$ cat src/rtl/invntt_ctrl_if.sv
// Bus bundle between the inverse-NTT sequencer and its coefficient RAM,
// zeta ROM and butterfly datapath.
interface invntt_ctrl_if;
   // Strobe semantics: mem_we_* writes on the clock edge that ends the cycle it
   // is high. A read address yields data one cycle later. bf_ce loads the
   // operands for exactly one cycle. bf_done marks bf_out_* valid, and those
   // outputs are held until the next bf_ce. There is no back-pressure.
   logic [7:0]  mem_addr_a;
   logic [7:0]  mem_addr_b;
   logic [15:0] mem_rdata_a;
   logic [15:0] mem_rdata_b;
   logic        mem_we_a;
   logic        mem_we_b;
   logic [15:0] mem_wdata_a;
   logic [15:0] mem_wdata_b;
   logic [6:0]  zeta_idx;
   logic [15:0] zeta_rdata;
   logic        bf_ce;
   logic [15:0] bf_zeta;
   logic [15:0] bf_a;
   logic [15:0] bf_b;
   logic [15:0] bf_out_a;
   logic [15:0] bf_out_b;
   logic        bf_done;

   modport master (
      output mem_addr_a, mem_addr_b, mem_we_a, mem_we_b, mem_wdata_a, mem_wdata_b,
      output zeta_idx, bf_ce, bf_zeta, bf_a, bf_b,
      input  mem_rdata_a, mem_rdata_b, zeta_rdata, bf_out_a, bf_out_b, bf_done
   );

   modport slave (
      input  mem_addr_a, mem_addr_b, mem_we_a, mem_we_b, mem_wdata_a, mem_wdata_b,
      input  zeta_idx, bf_ce, bf_zeta, bf_a, bf_b,
      output mem_rdata_a, mem_rdata_b, zeta_rdata, bf_out_a, bf_out_b, bf_done
   );
endinterface

$ cat src/rtl/invntt_ctrl.sv
// Kyber inverse-NTT sequencer: 7 Gentleman-Sande layers, one butterfly at a time.
// Define INVNTT_FINAL_SCALE_EN to add the final scale-by-F pass over all 256 coefficients.
module invntt_ctrl (
   input  logic                 clk,
   input  logic                 rst,
   input  logic                 start,
   output logic                 busy,
   output logic                 done,
   output logic [3:0]           dbg_state,
   invntt_ctrl_if.master        bus
);

   localparam logic [8:0] N = 9'd256;
`ifdef INVNTT_FINAL_SCALE_EN
   localparam logic [15:0] F = 16'd1441;
`endif

   typedef enum logic [3:0] {
      S_IDLE       = 4'd0,
      S_RD         = 4'd1,
      S_LD         = 4'd2,
      S_WAIT       = 4'd3,
      S_WR         = 4'd4,
      S_FIN        = 4'd5
`ifdef INVNTT_FINAL_SCALE_EN
      ,
      S_SCALE_RD   = 4'd6,
      S_SCALE_LD   = 4'd7,
      S_SCALE_WAIT = 4'd8,
      S_SCALE_WR   = 4'd9
`endif
   } state_t;

   state_t     state_q, state_d;
   logic [7:0] j_q, j_d;
   logic [7:0] blk_q, blk_d;
   logic [7:0] len_q, len_d;
   logic [6:0] k_q, k_d;

   logic [7:0] j_plus_len;
   logic [8:0] j_inc;
   logic [8:0] blk_end;
   logic [8:0] blk_next;

   // 9-bit sums so the len=128 block end (256) does not alias to 0.
   assign j_plus_len = j_q + len_q;
   assign j_inc      = {1'b0, j_q} + 9'd1;
   assign blk_end    = {1'b0, blk_q} + {1'b0, len_q};
   assign blk_next   = {1'b0, blk_q} + {len_q, 1'b0};

   always_ff @(posedge clk) begin
      if (rst) begin
         state_q <= S_IDLE;
         j_q     <= 8'd0;
         blk_q   <= 8'd0;
         len_q   <= 8'd2;
         k_q     <= 7'd127;
      end else begin
         state_q <= state_d;
         j_q     <= j_d;
         blk_q   <= blk_d;
         len_q   <= len_d;
         k_q     <= k_d;
      end
   end

   always_comb begin
      state_d         = state_q;
      j_d             = j_q;
      blk_d           = blk_q;
      len_d           = len_q;
      k_d             = k_q;
      busy            = (state_q != S_IDLE);
      done            = 1'b0;
      dbg_state       = state_q;
      bus.mem_addr_a  = 8'd0;
      bus.mem_addr_b  = 8'd0;
      bus.mem_we_a    = 1'b0;
      bus.mem_we_b    = 1'b0;
      bus.mem_wdata_a = 16'd0;
      bus.mem_wdata_b = 16'd0;
      bus.zeta_idx    = 7'd0;
      bus.bf_ce       = 1'b0;
      bus.bf_zeta     = 16'd0;
      bus.bf_a        = 16'd0;
      bus.bf_b        = 16'd0;

      case (state_q)
         S_IDLE: begin
            if (start) state_d = S_RD;
         end
         S_RD: begin
            bus.mem_addr_a = j_q;
            bus.mem_addr_b = j_plus_len;
            bus.zeta_idx   = k_q;
            state_d        = S_LD;
         end
         S_LD: begin
            bus.bf_ce   = 1'b1;
            bus.bf_a    = bus.mem_rdata_a;
            bus.bf_b    = bus.mem_rdata_b;
            bus.bf_zeta = bus.zeta_rdata;
            state_d     = S_WAIT;
         end
         S_WAIT: begin
            if (bus.bf_done) state_d = S_WR;
         end
         S_WR: begin
            bus.mem_we_a    = 1'b1;
            bus.mem_we_b    = 1'b1;
            bus.mem_addr_a  = j_q;
            bus.mem_addr_b  = j_plus_len;
            bus.mem_wdata_a = bus.bf_out_a;
            bus.mem_wdata_b = bus.bf_out_b;
            state_d         = S_RD;
            j_d             = j_q + 8'd1;
            // Block finished: next zeta; layer finished: double len.
            if (j_inc == blk_end) begin
               k_d = k_q - 7'd1;
               if (blk_next == N) begin
                  blk_d = 8'd0;
                  j_d   = 8'd0;
                  len_d = {len_q[6:0], 1'b0};
                  if (len_q == 8'd128) begin
`ifdef INVNTT_FINAL_SCALE_EN
                     state_d = S_SCALE_RD;
`else
                     state_d = S_FIN;
`endif
                  end
               end else begin
                  blk_d = blk_next[7:0];
                  j_d   = blk_next[7:0];
               end
            end
         end
`ifdef INVNTT_FINAL_SCALE_EN
         S_SCALE_RD: begin
            bus.mem_addr_b = j_q;
            state_d        = S_SCALE_LD;
         end
         S_SCALE_LD: begin
            bus.bf_ce   = 1'b1;
            bus.bf_a    = 16'd0;
            bus.bf_b    = bus.mem_rdata_b;
            bus.bf_zeta = F;
            state_d     = S_SCALE_WAIT;
         end
         S_SCALE_WAIT: begin
            if (bus.bf_done) state_d = S_SCALE_WR;
         end
         S_SCALE_WR: begin
            bus.mem_we_b    = 1'b1;
            bus.mem_addr_b  = j_q;
            bus.mem_wdata_b = bus.bf_out_b;
            j_d             = j_q + 8'd1;
            state_d         = (j_q == 8'd255) ? S_FIN : S_SCALE_RD;
         end
`endif
         S_FIN: begin
            done    = 1'b1;
            j_d     = 8'd0;
            blk_d   = 8'd0;
            len_d   = 8'd2;
            k_d     = 7'd127;
            state_d = S_IDLE;
         end
         default: begin
            state_d = S_IDLE;
         end
      endcase
   end

endmodule

$ cat src/flat_wrapper.sv
// flat-port wrapper written by rule: the top's interface ports become plain ports
module invntt_ctrl_flat 
  (clk, rst, start, busy, done, dbg_state, bus_mem_addr_a, bus_mem_addr_b, bus_mem_we_a, bus_mem_we_b, bus_mem_wdata_a, bus_mem_wdata_b, bus_zeta_idx, bus_bf_ce, bus_bf_zeta, bus_bf_a, bus_bf_b, bus_mem_rdata_a, bus_mem_rdata_b, bus_zeta_rdata, bus_bf_out_a, bus_bf_out_b, bus_bf_done);
  invntt_ctrl_if bus_i ();
  input  logic clk;
  input  logic rst;
  input  logic start;
  output logic busy;
  output logic done;
  output logic [3:0] dbg_state;
  output wire logic [$bits(bus_i.mem_addr_a)-1:0] bus_mem_addr_a;
  output wire logic [$bits(bus_i.mem_addr_b)-1:0] bus_mem_addr_b;
  output wire logic [$bits(bus_i.mem_we_a)-1:0] bus_mem_we_a;
  output wire logic [$bits(bus_i.mem_we_b)-1:0] bus_mem_we_b;
  output wire logic [$bits(bus_i.mem_wdata_a)-1:0] bus_mem_wdata_a;
  output wire logic [$bits(bus_i.mem_wdata_b)-1:0] bus_mem_wdata_b;
  output wire logic [$bits(bus_i.zeta_idx)-1:0] bus_zeta_idx;
  output wire logic [$bits(bus_i.bf_ce)-1:0] bus_bf_ce;
  output wire logic [$bits(bus_i.bf_zeta)-1:0] bus_bf_zeta;
  output wire logic [$bits(bus_i.bf_a)-1:0] bus_bf_a;
  output wire logic [$bits(bus_i.bf_b)-1:0] bus_bf_b;
  input wire logic [$bits(bus_i.mem_rdata_a)-1:0] bus_mem_rdata_a;
  input wire logic [$bits(bus_i.mem_rdata_b)-1:0] bus_mem_rdata_b;
  input wire logic [$bits(bus_i.zeta_rdata)-1:0] bus_zeta_rdata;
  input wire logic [$bits(bus_i.bf_out_a)-1:0] bus_bf_out_a;
  input wire logic [$bits(bus_i.bf_out_b)-1:0] bus_bf_out_b;
  input wire logic [$bits(bus_i.bf_done)-1:0] bus_bf_done;
  assign bus_mem_addr_a = bus_i.mem_addr_a;
  assign bus_mem_addr_b = bus_i.mem_addr_b;
  assign bus_mem_we_a = bus_i.mem_we_a;
  assign bus_mem_we_b = bus_i.mem_we_b;
  assign bus_mem_wdata_a = bus_i.mem_wdata_a;
  assign bus_mem_wdata_b = bus_i.mem_wdata_b;
  assign bus_zeta_idx = bus_i.zeta_idx;
  assign bus_bf_ce = bus_i.bf_ce;
  assign bus_bf_zeta = bus_i.bf_zeta;
  assign bus_bf_a = bus_i.bf_a;
  assign bus_bf_b = bus_i.bf_b;
  assign bus_i.mem_rdata_a = bus_mem_rdata_a;
  assign bus_i.mem_rdata_b = bus_mem_rdata_b;
  assign bus_i.zeta_rdata = bus_zeta_rdata;
  assign bus_i.bf_out_a = bus_bf_out_a;
  assign bus_i.bf_out_b = bus_bf_out_b;
  assign bus_i.bf_done = bus_bf_done;
  invntt_ctrl u_core (.clk(clk), .rst(rst), .start(start), .busy(busy), .done(done), .dbg_state(dbg_state), .bus(bus_i));
endmodule
$ cat config.mk
export PLATFORM = sky130hd
export DESIGN_NAME = invntt_ctrl_flat
export DESIGN_NICKNAME = d
export VERILOG_FILES = /design/src/rtl/invntt_ctrl_if.sv /design/src/rtl/invntt_ctrl.sv /design/src/flat_wrapper.sv
export SDC_FILE = /design/constraint.sdc
export NUM_CORES = 1
export LEC_CHECK = 0
export ABC_AREA = 1
export CAP_MARGIN = 10
export CORE_ASPECT_RATIO = 0.5
export CORE_MARGIN = 3
export CORE_UTILIZATION = 66
export CTS_CLUSTER_DIAMETER = 200
export CTS_CLUSTER_SIZE = 20
export DETAILED_ROUTE_END_ITERATION = 10
export DONT_BUFFER_PORTS = 1
export HOLD_SLACK_MARGIN = 0.15
export PLACE_DENSITY = 0.85
export RECOVER_POWER = 100
export SETUP_SLACK_MARGIN = 0.15
export SLEW_MARGIN = 20
export SYNTH_ARGS = -nofsm -noshare
export SYNTH_HDL_FRONTEND = slang
export SYNTH_SLANG_ARGS = --single-unit
$ cat constraint.sdc
create_clock -name clk -period 5.8 [get_ports clk]
set_input_delay 1.16 -clock clk [delete_from_list [all_inputs] [get_ports clk]]
set_output_delay 1.16 -clock clk [all_outputs]
set_load 0.03 [all_outputs]
Word level (Yosys, flattened, before mapping)

Index checks and enable logic that the tools add are counted.

Logic and storage cells: 57
Flip-flop bits (word level): 35

Multiplexer cells: 27
Reductions and logical operators: 7
$add $sub $neg: 6
Equal/unequal tests: 12

Operators with widths:

| cell                                                   | count |
|---|---|
| 2-to-1 mux 16 bit                                      | 5 |
| 2-to-1 mux 8 bit                                       | 7 |
| one-hot mux 8 bit (2 select lines)                     | 3 |
| one-hot mux 4 bit (5 select lines)                     | 1 |
| 2-to-1 mux 4 bit                                       | 4 |
| 2-to-1 mux 7 bit                                       | 2 |
| one-hot mux 7 bit (2 select lines)                     | 1 |
| adder 8 x 1 -> 9 bit (second input constant)           | 1 |
| adder 8 x 8 -> 9 bit                                   | 1 |
| adder 8 x 9 -> 9 bit                                   | 1 |
| equality test 9 bit                                    | 1 |
| equality test 9 bit (second input constant)            | 1 |
| adder 8 x 1 -> 8 bit (second input constant)           | 1 |
| adder 8 bit                                            | 1 |
| equality test 4 x 2 -> 1 bit (second input constant)   | 2 |
| equality test 4 x 3 -> 1 bit (second input constant)   | 2 |
| equality test 8 bit (second input constant)            | 1 |
| subtractor 7 x 1 -> 7 bit (second input constant)      | 1 |
| equality test 4 x 1 -> 1 bit (second input constant)   | 1 |
| zero test 4 bit                                        | 1 |
| inequality test 2 x 1 -> 1 bit (second input constant) | 2 |
| inequality test 2 bit (second input constant)          | 2 |
| AND reduction 2 bit                                    | 2 |
| nonzero test 4 bit                                     | 1 |
| 5 further kinds                                        | 7 |

Depth between registers and ports, before layout

Depth in word-level cells: 5
Depth in mapped cells: 19

Worst setup path after synthesis

No wires, ideal clock.

Path type: reg-to-output
Start: register u_core.state_q[2], in the netlist u_core.dbg_state[2]
End: output port bus_mem_wdata_b[10]
Path buffers: 2
Data arrival time: 2438 ps
Stages on the path, launching flop included: 7
Path slack: 2202 ps
Cell sequence: dfxtp_1 inv_1 nor2_1 clkbuf_1 inv_1 buf_1 nor2_1

Longest elaborated chain between the ends: 2

RTL lines:

| item                         | line               | text |
|---|---|---|
| from (decl)                  | invntt_ctrl.sv:34  | `state_t state_q, state_d;` |
| from (signal assigned)       | invntt_ctrl.sv:59  | `state_q <= state_d;` |
| equality test 4 x 3 -> 1 bit | invntt_ctrl.sv:88  | `case (state_q)` |
| 2-to-1 mux 16 bit            | invntt_ctrl.sv:88  |  |
| to (decl)                    | flat_wrapper.sv:16 | `output wire logic [$bits(bus_i.mem_wdata_b)-1:0] bus_mem_wdata_b;` |

No other way between the ends.

Final worst setup path

Start: register u_core.state_q[1], in the netlist u_core.dbg_state[1]
End: output port bus_bf_a[0]

Longest elaborated chain between the ends: 2

RTL lines:

| item                         | line               | text |
|---|---|---|
| equality test 4 x 2 -> 1 bit | invntt_ctrl.sv:88  |  |
| 2-to-1 mux 16 bit            | invntt_ctrl.sv:88  |  |
| to (decl)                    | flat_wrapper.sv:20 | `output wire logic [$bits(bus_i.bf_a)-1:0] bus_bf_a;` |

No other way between the ends.

==> results.sh <==
export IMPL_status="completed"
export IMPL_cts_max_path_buffers=2
export IMPL_post_place_cells=702
export IMPL_synth_area_leader_cell="dfxtp_1"
export IMPL_cts_tree="yes"
export IMPL_r2r_start="u_core.len_q[2]"
export IMPL_finalMaxSlewViolations=0
export IMPL_r2r_slack_ns=1.72
export IMPL_clkLatencyLatePin_ns=0.29
export IMPL_place_area_um2=3618
export IMPL_die_area_um2=6451
export IMPL_timing_rr_end="u_core.k_q[0]"
export IMPL_drive_above_1_share_pct=5.313
export IMPL_critical_path_slowest_cell="nor2_1"
export IMPL_dieHeight_um=58.31
export IMPL_powerDensity_nw_per_um2=250.2
export IMPL_worstPathArrival_ns=3.21
export IMPL_hold_path_end="u_core.k_q[1]"
export IMPL_layout_nets=747
export IMPL_wl_per_cell_um=15.74
export IMPL_yosys_warnings=0
export IMPL_rsz0062_at_grt="false"
export IMPL_worst_slack_ns=1.431
export IMPL_post_route_util_pct=71.66
export IMPL_cts_sinks=33
export IMPL_path_max_fanout=29
export IMPL_yosysSeqAreaShare_pct=18.29
export IMPL_ant_nets=0
export IMPL_min_period_ns=4.369
export IMPL_layout_cells_non_filler=711
export IMPL_synthTopCellsByCount="150 x inv_1, 144 x nor2_1, 123 x nand2_1"
export IMPL_grt_pass1_vias=3345
export IMPL_hold_ws_ns=0.4794
export IMPL_dp_hpwl_um=9118
export IMPL_place_congestion=0.9115
export IMPL_irDropWorstVdd_uv=155.7
export IMPL_synth_seq_cells=33
export IMPL_grt_pass1_wl_um=17130
export IMPL_syn_cell_area_um2=3612
export IMPL_worst_slew_pin_slew_ns=1.147
export IMPL_yosysMostFrequentCell="inv_1"
export IMPL_ff2ff_path_depth=15
export IMPL_endpoint_kind="output port"
export IMPL_io_buffers=0
export IMPL_clock_skew_ns=0.005703
export IMPL_first_pass_iters=5
export IMPL_start_util_pct=70.97
export IMPL_avgSynthCellArea_um2=5.566
export IMPL_fin_crit_sh_pct=75.33
export IMPL_critPathKind="flip-flop to output port"
export IMPL_maxClockFrequency_mhz=228.9
export IMPL_drc=0
export IMPL_ios=196
export IMPL_slew_headroom_pct=23.56
export IMPL_post_drt_via_cell_ratio=5.470
export IMPL_overflow=0
export IMPL_finalHoldViolations=0
export IMPL_synthFlopType="dfxtp_1"
export IMPL_crit_required_ns=4.64
export IMPL_grt_max_degree=33
export IMPL_syn_inst=649
export IMPL_stdcell_area_um2=3647
export IMPL_grtUsageTotal_pct=32.91
export IMPL_cts_buffers=5
export IMPL_yosys_area_top_type_share_pct=18.29
export IMPL_vias=3889
export IMPL_yosys_top_cells_area="dfxtp_1 18%, inv_1 16%, nor2_1 15%, nand2_1 13%, ha_1 7.3%"
export IMPL_clk_pin_slew_worst_paths_ns=0.07
export IMPL_cts_setup_buffers=0
export IMPL_coreArea_um2=5090
export IMPL_cap_violations=0
export IMPL_startpoint_type="flip-flop"
export IMPL_ys_async_sr_fraction_pct=0
export IMPL_drt_total_wl_um=11190
export IMPL_antenna_found_initial=1
export IMPL_die_width_um=110.6
export IMPL_setup_violations=0
export IMPL_cts_root_buf="clkbuf_8"
export IMPL_min_delay_start="u_core.k_q[1]"
export IMPL_p_leak_nw=2.172
export IMPL_max_stage_delay_ns=0.67
export IMPL_yosysUniqueCellTypes=40
export IMPL_syn_nets=757
export IMPL_fin_setup_tns_ns=0
export IMPL_ctsHoldBuffers=0
export IMPL_totalPowerFinal_mw=0.9124
export IMPL_path_cells="inv_1, nor3_1, clkbuf_1, inv_1, clkbuf_1, nor2_1"
export IMPL_min_path_type="flip-flop to flip-flop"
export IMPL_htree_levels=2
export IMPL_placementRows=18
export IMPL_synth_edff_count=0
export IMPL_drt_iter0_drc=410
export IMPL_pre_cts_ws_ns=2.220
export IMPL_hold_depth=2
export IMPL_area_growth_syn_to_layout_pct=0.9699
export IMPL_cts_resized=0
registers in the layout, summed over array words and instances (netlist names):
register,count
u_core.k_q,7
u_core.blk_q,8
u_core.j_q,8
u_core.len_q,7
u_core.dbg_state,3
critical path, delay by kind of cell (launching register included):
family | cells | cell delay, ns
flops | 1 | 0.62
simple gates | 2 | 0.84
buf+inv | 4 | 1.46
worst max path at each step:
stage                        start                   to
2_1_floorplan  u_core.dbg_state[2]  bus_mem_wdata_b[10]
3_3_place_gp   u_core.dbg_state[2]    bus_mem_addr_a[0]
3_5_place_dp   u_core.dbg_state[2]    bus_mem_addr_b[0]
4_1_cts        u_core.dbg_state[2]    bus_mem_addr_b[0]
5_1_grt        u_core.dbg_state[1]          bus_bf_b[0]
6_report       u_core.dbg_state[1]          bus_bf_a[0]
cells by family (layout without fill, tap and decap cells):
family	count (synthesis)	after routing	synth area share, %
fa+ha+maj	24	24	8.937
simple gates	371	371	45.31
buf+inv	175	166	19.15
compound gates	35	35	5.576
xor+xnor	10	10	2.633
other cells	1	2	0.1038
flops	33	33	18.29
routing by layer:
layer | wire [um] | track usage (%) | up-vias
met5 | 0 | 0 | -
met1 | 5342 | 52.06 | 1777
li1 | - | - | 1921
met2 | 4697 | 46.38 | 177
met3 | 1055 | 6.468 | 14
met4 | 98 | 5.439 | 0
final cells by class:
type / instances / area [um^2]
clock inverters: 2 / 10.01
inverters: 154 / 578.1
fillers: 486 / 1443
well taps: 70 / 87.58
clock buffers: 6 / 72.57
multi-input cells: 441 / 2221
diodes: 1 / 2.502
repair buffers: 4 / 15.01
flip-flops and latches: 33 / 660.6
report_power, final:
group / internal (mW) / switching (mW) / leakage [nW]
registers: 0.249 / 0.0439 / 0.268
clock network: 0.0833 / 0.0892 / 0.0450
logic: 0.100 / 0.347 / 1.86
total: 0.432 / 0.480 / 2.17
layout by cell type (no fill, tap or decap), drive strengths merged, types with 2 or more instances in the layout:
cell type and n:
inv 154, nor2 150, nand2 131, nand3 53, dfxtp 33, ha 21
a21oi 21, nand4 15, clkbuf 10, nor3 8, xor2 8, or2 7
o21ai 6, nor3b 3, nand3b 3, fa 3, a31oi 2, o22ai 2
xnor2 2, o21a 2, o211ai 2, clkinv 2
Note: power is estimated with default switching activity, not from simulation.
